===== src/rtl/rv32i_if_stage.sv =====
// RV32I instruction-fetch stage.
// Issues one instruction-memory request at a time, parks a response in a
// skid register while decode is stalled, discards responses that belong to
// a redirected path, and presents the fetched word to decode through IF/ID.
module rv32i_if_stage #(
    parameter logic [31:0] RESET_PC  = 32'h0000_0000,
    parameter logic [31:0] NOP_INSTR = 32'h0000_0013
) (
    input  logic        clk,
    input  logic        rst_n,
    input  logic        stall,
    input  logic        flush,
    input  logic        redirect_valid,
    input  logic [31:0] redirect_pc,
    output logic        imem_req,
    output logic [31:0] imem_addr,
    input  logic        imem_gnt,
    input  logic        imem_rvalid,
    input  logic [31:0] imem_rdata,
    output logic [31:0] if_id_instr,
    output logic [31:0] if_id_pc,
    output logic        if_id_valid
);

    typedef enum logic [1:0] {
        IDLE = 2'd0,
        REQ  = 2'd1,
        WAIT = 2'd2,
        HELD = 2'd3
    } state_t;

    localparam logic [31:0] ALIGN_MASK = 32'hFFFF_FFFC;
    localparam logic [31:0] RESET_PC_ALIGNED = RESET_PC & ALIGN_MASK;

    state_t      state;
    logic [31:0] pc;
    logic        req_q;
    logic        kill;
    logic [31:0] skid_instr;
    logic [31:0] skid_pc;

    logic [31:0] redirect_target;
    logic [31:0] pc_plus4;
    logic        load_fresh;
    logic        load_skid;

    assign redirect_target = redirect_pc & ALIGN_MASK;
    // Wraps naturally at 2^32 because the sum is truncated to 32 bits.
    assign pc_plus4        = pc + 32'd4;
    assign imem_req        = req_q;
    assign imem_addr       = pc & ALIGN_MASK;

    // Decide whether IF/ID takes a new instruction this cycle.
    // NOTE: every signal driven in always_comb gets a default first so no
    // path leaves it unassigned, which would otherwise infer a latch.
    always_comb begin
        load_fresh = 1'b0;
        load_skid  = 1'b0;
        if (state == WAIT && imem_rvalid && !kill && !redirect_valid && !stall)
            load_fresh = 1'b1;
        if (state == HELD && !redirect_valid && !stall)
            load_skid = 1'b1;
    end

    // Fetch FSM: owns pc, the request strobe, the kill flag and the skid entry.
    // NOTE: all state is updated with non-blocking assignments so every
    // register samples pre-edge values, independent of statement order.
    always_ff @(posedge clk or negedge rst_n) begin
        if (!rst_n) begin
            state      <= IDLE;
            pc         <= RESET_PC_ALIGNED;
            req_q      <= 1'b0;
            kill       <= 1'b0;
            skid_instr <= 32'd0;
            skid_pc    <= 32'd0;
        end else begin
            case (state)
                IDLE: begin
                    // Any response seen here belongs to a pre-reset request.
                    if (redirect_valid)
                        pc <= redirect_target;
                    state <= REQ;
                    req_q <= 1'b1;
                end

                REQ: begin
                    if (redirect_valid) begin
                        pc <= redirect_target;
                        if (imem_gnt) begin
                            // Old address was accepted: its response must be dropped.
                            state <= WAIT;
                            req_q <= 1'b0;
                            kill  <= 1'b1;
                        end
                    end else if (imem_gnt) begin
                        state <= WAIT;
                        req_q <= 1'b0;
                    end
                end

                WAIT: begin
                    if (imem_rvalid) begin
                        if (kill || redirect_valid) begin
                            // Response is from an abandoned path.
                            kill  <= 1'b0;
                            state <= REQ;
                            req_q <= 1'b1;
                            if (redirect_valid)
                                pc <= redirect_target;
                        end else if (stall) begin
                            skid_instr <= imem_rdata;
                            skid_pc    <= pc;
                            state      <= HELD;
                        end else begin
                            pc    <= pc_plus4;
                            state <= REQ;
                            req_q <= 1'b1;
                        end
                    end else if (redirect_valid) begin
                        pc   <= redirect_target;
                        kill <= 1'b1;
                    end
                end

                HELD: begin
                    if (redirect_valid) begin
                        // Leaving HELD abandons the parked word.
                        pc         <= redirect_target;
                        skid_instr <= 32'd0;
                        skid_pc    <= 32'd0;
                        state      <= REQ;
                        req_q      <= 1'b1;
                    end else if (!stall) begin
                        pc    <= pc_plus4;
                        state <= REQ;
                        req_q <= 1'b1;
                    end
                end

                default: begin
                    state <= IDLE;
                    req_q <= 1'b0;
                end
            endcase
        end
    end

    // IF/ID register: bubble on flush/redirect, hold on stall, otherwise
    // take a new word or present a bubble so decode sees each word once.
    always_ff @(posedge clk or negedge rst_n) begin
        if (!rst_n) begin
            if_id_instr <= NOP_INSTR;
            if_id_pc    <= 32'd0;
            if_id_valid <= 1'b0;
        end else if (flush || redirect_valid) begin
            if_id_instr <= NOP_INSTR;
            if_id_valid <= 1'b0;
        end else if (load_fresh) begin
            if_id_instr <= imem_rdata;
            if_id_pc    <= pc;
            if_id_valid <= 1'b1;
        end else if (load_skid) begin
            if_id_instr <= skid_instr;
            if_id_pc    <= skid_pc;
            if_id_valid <= 1'b1;
        end else if (!stall) begin
            if_id_instr <= NOP_INSTR;
            if_id_valid <= 1'b0;
        end
    end

endmodule


===== config.mk =====
export PLATFORM = sky130hd
export DESIGN_NAME = rv32i_if_stage
export DESIGN_NICKNAME = d
export VERILOG_FILES = /design/src/rtl/rv32i_if_stage.sv
export SDC_FILE = /design/constraint.sdc
export NUM_CORES = 1
export LEC_CHECK = 0
export ABC_AREA = 1
export ABC_CLOCK_PERIOD_IN_PS = 1670
export CAP_MARGIN = 30
export CORE_MARGIN = 4
export CORE_UTILIZATION = 45
export DETAILED_ROUTE_END_ITERATION = 10
export DONT_BUFFER_PORTS = 1
export RECOVER_POWER = 50
export REMOVE_ABC_BUFFERS = 1
export SYNTH_ARGS = -nofsm -noshare
export SYNTH_HDL_FRONTEND = slang
export SYNTH_SLANG_ARGS = --single-unit

===== constraint.sdc =====
create_clock -name clk -period 1.67 [get_ports clk]
set_clock_uncertainty 0.05 [all_clocks]
set_input_delay 0.2505 -clock clk [delete_from_list [all_inputs] [get_ports clk]]
set_output_delay 0.2505 -clock clk [all_outputs]
set_load 0.02 [all_outputs]

==> impl_metrics.ini <==
[worst_setup_path]
slowest_delay_ns = 0.39
crit_path_max_fanout = 8
worstReg2RegEnd = if_id_pc[29]
worst-endpoint-arrival_ns = 2.16
start_kind = register
slowest_cp_cell = sky130_fd_sc_hd__dfrtp_1
reg2reg_slack_ns = -0.18
r2r_worst_path_depth = 13
critPathCaptureType = register
crit_path_cell_trace = inv_1, ha_2, nand2_1, inv_2, nand2_4, inv_4, nor2_4, nor2_4, buf_12, inv_16, clkbuf_16, nand2_1, o21ai_1
critPathRequiredTime_ns = 1.97
crit_type = reg2reg
reg2reg_start = state[0]

[timing]
setup_viol = 154
slew_hr = 0.543
final.setup.tns_ns = -14.67
setup_ws_ns = -0.181
max_freq_mhz = 540
worst_hold_slack_ns = -0.539
finalCritPeriodShare = 1.11
period_minus_slack_ns = 1.85
report.final.hold_viol_count = 165
worst_pin_slew_ns = 0.683
unrepaired_setup_endpoints_after_global_routing = true
final_max_slew_viol_count = 0

[detailed_routing]
detail_route.wl_per_cell_um = 18.6
via_count = 8132
remaining_drc_errors = 0
ratio_of_routed_vias_to_standard_cells = 5.37
route.antenna.remaining_nets = 0
wl_mm = 28.1
dr.first_iter.drc_count = 666
drt_pre_antenna_iters = 5

[cells_and_area]
area_delta_synth_final_pct = 30.6
utilization = 0.604
drive_gt1_frac = 0.188
multiInputGateArea_sq_um = 3800
nNetsFinal = 1315
antennaDiodeCount = 0
fillers = 1722
area_used_by_sequential_logic_in_the_layout_sq_um = 4130
final_cells = 1513

[clock_tree]
clock_tree.htree_level_count = 4
numClockSinks = 165
cts_root_buffer = sky130_fd_sc_hd__clkbuf_16
tritoncts = built
clock_path_buffers = 2
tritoncts.num_buffers = 17
clkTransAtPathRegs_ns = 0.07
worst_skew_pair.late_latency_ns = 0.43
hold_buffers = 54

[logic_synthesis]
post_synth_main_area_contributors = sky130_fd_sc_hd__dfrtp_1 46%, sky130_fd_sc_hd__nand2_1 10%, sky130_fd_sc_hd__nand3_1 7.6%, sky130_fd_sc_hd__o21ai_0 6.1%, sky130_fd_sc_hd__o21ai_1 5.5%
post_synth.cell_area_avg_sq_um = 7.65
netlist_area_sq_um = 8770
cells_after_synthesis = 1147
synthDistinctLibCells = 39
netlist.top_cell.by_area = sky130_fd_sc_hd__dfrtp_1
synth-seq-cells = 165
synth_top_area_share = 0.462
synthesis.yosys.warnings = 0
seq_area_frac_synth = 0.471

[floorplanning]
io_pins = 169
initial_utilization = 0.463
core_area_sq_um = 19000
fp.dieW_um = 148
fp-row-count = 50
dieArea_sq_um = 21800
die_h_um = 148

[global_routing]
grt_max_degree = 166
first_global_vias = 7886
final_global_route_overflow_total = 0
grt_pass1_wl_mm = 42.4
antenna_violations_before_repair = 0
track_usage = 0.241

[pwr]
max-vdd-ir-drop_mv = 0.799
report.power.total_mw = 16.6
p_leak_nw = 5.28
powerDensity_nw_per_um2 = 1450

[place]
io_buffers = 0
gp_congestion = 0.847
dp.cells = 1389
final_hpwl_from_detailed_placement_mm = 16.1
pre_cts_slack_ns = -0.220

[run_status]
outcome = complete, but fails checks
violated_checks = negative hold slack, negative setup slack

[flow_run]
drv_cap = 0

[hold_path]
min_path_type = in2async
-- placed cells by master (no fill, tap or decap), types with 8 or more instances in the layout --
| cell type | n |
|---|---|
| sky130_fd_sc_hd__a21oi_1 | 16 |
| sky130_fd_sc_hd__buf_12 | 20 |
| sky130_fd_sc_hd__buf_4 | 70 |
| sky130_fd_sc_hd__buf_6 | 8 |
| sky130_fd_sc_hd__clkbuf_16 | 31 |
| sky130_fd_sc_hd__dfrtp_1 | 162 |
| sky130_fd_sc_hd__dlygate4sd3_1 | 53 |
| sky130_fd_sc_hd__inv_1 | 110 |
| sky130_fd_sc_hd__nand2_1 | 239 |
| sky130_fd_sc_hd__nand3_1 | 130 |
| sky130_fd_sc_hd__nand4_1 | 11 |
| sky130_fd_sc_hd__nor2_1 | 62 |
| sky130_fd_sc_hd__nor2_2 | 27 |
| sky130_fd_sc_hd__nor2_4 | 14 |
| sky130_fd_sc_hd__nor3_1 | 13 |
| sky130_fd_sc_hd__o21ai_0 | 54 |
| sky130_fd_sc_hd__o21ai_1 | 145 |
-- per-layer routing --
layer  global-route usage  share of wire
met4               0.0652          0.021
met5                    0              0
met1                0.331           0.43
met2                0.386           0.46
met3               0.0579          0.082
-- where the power goes --
group | leakage [nW] | switching (mW) | total, mW | internal, mW
Combinational | 2.88 | 3.66 | 6.09 | 2.43
Clock | 0.292 | 1.79 | 4.08 | 2.29
Sequential | 2.11 | 1.15 | 6.45 | 5.30
-- metrics by stage --
| step | instance area [sq um] | hold slack [ns] |
|---|---|---|
| after floorplan | 8160 | -0.0951 |
| after global placement | 9320 | -0.0915 |
| after detailed placement | 9320 | -0.0915 |
| after CTS | 10900 | -0.552 |
| after global routing | 11500 | -0.562 |
| final | 11500 | -0.539 |
-- worst max path at each step --
stage                        start              to
final                     state[0]    if_id_pc[29]
after global routing      state[0]    if_id_pc[10]
after CTS                 state[1]   skid_instr[4]
after detailed placement  state[0]    if_id_pc[31]
after global placement    state[0]    if_id_pc[31]
after floorplan           state[0]  skid_instr[10]
-- flip-flops by register name, indices dropped and copies added (netlist names) --
signal / cells
if_id_instr: 32
if_id_pc: 32
pc: 32
skid_instr: 32
skid_pc: 32
state: 2
if_id_valid: 1
imem_req: 1
kill: 1
-- layout make-up --
cell class	count	area share
Tap cell	260	0.0284
Multi-Input combinational cell	760	0.332
Timing Repair Buffer	175	0.182
Sequential cell	165	0.361
Timing Repair inverter	1	0.000983
Clock buffer	18	0.0383
Inverter	120	0.0436
Clock inverter	14	0.0143
-- cell families (layout without fill, tap and decap cells) --
kind of cell	after synthesis	in the layout	share of synthesized area
other cells	1	2	0.000428
xor+xnor	3	3	0.00300
fa+ha+maj	4	4	0.00571
flops	165	165	0.471
buf+inv	223	328	0.122
simple gates	511	511	0.255
compound gates	240	240	0.143
-- worst max-delay path, delay by kind of cell (launching register included) --
family | cells | cell delay, ns
AND/OR/NAND/NOR | 5 | 0.49
AO/OA/AOI/OAI | 1 | 0.08
adder cells (fa/ha/maj) | 1 | 0.20
buffers and inverters | 6 | 0.57
flip-flops | 1 | 0.39
-- synthesized netlist by cell type, drive strengths merged --
cell type	number
inv	120
nand3b	1
a21oi	17
xor2	3
o211ai	6
o21ai	203
and2	1
o31ai	4
nor2	104
o22ai	4
nand3	134
o21bai	2
nand4	11
a31oi	1
nand2	245
ha	4
dfrtp	162
o311ai	1
conb	1
o221ai	2
dfstp	3
buf	75
or2	2
clkbuf	28
nor3	13
-- what timing repair did --
item / in CTS / in global routing
cloned: 5 / 15
setup buffers: 12 / 8
pin swaps: 11 / 11
endpoints found under the setup margin: 156 / 162
gates resized for setup: 85 / 80
hold endpoints to repair: 255 / 165
Power figures use the tool's default switching activity.
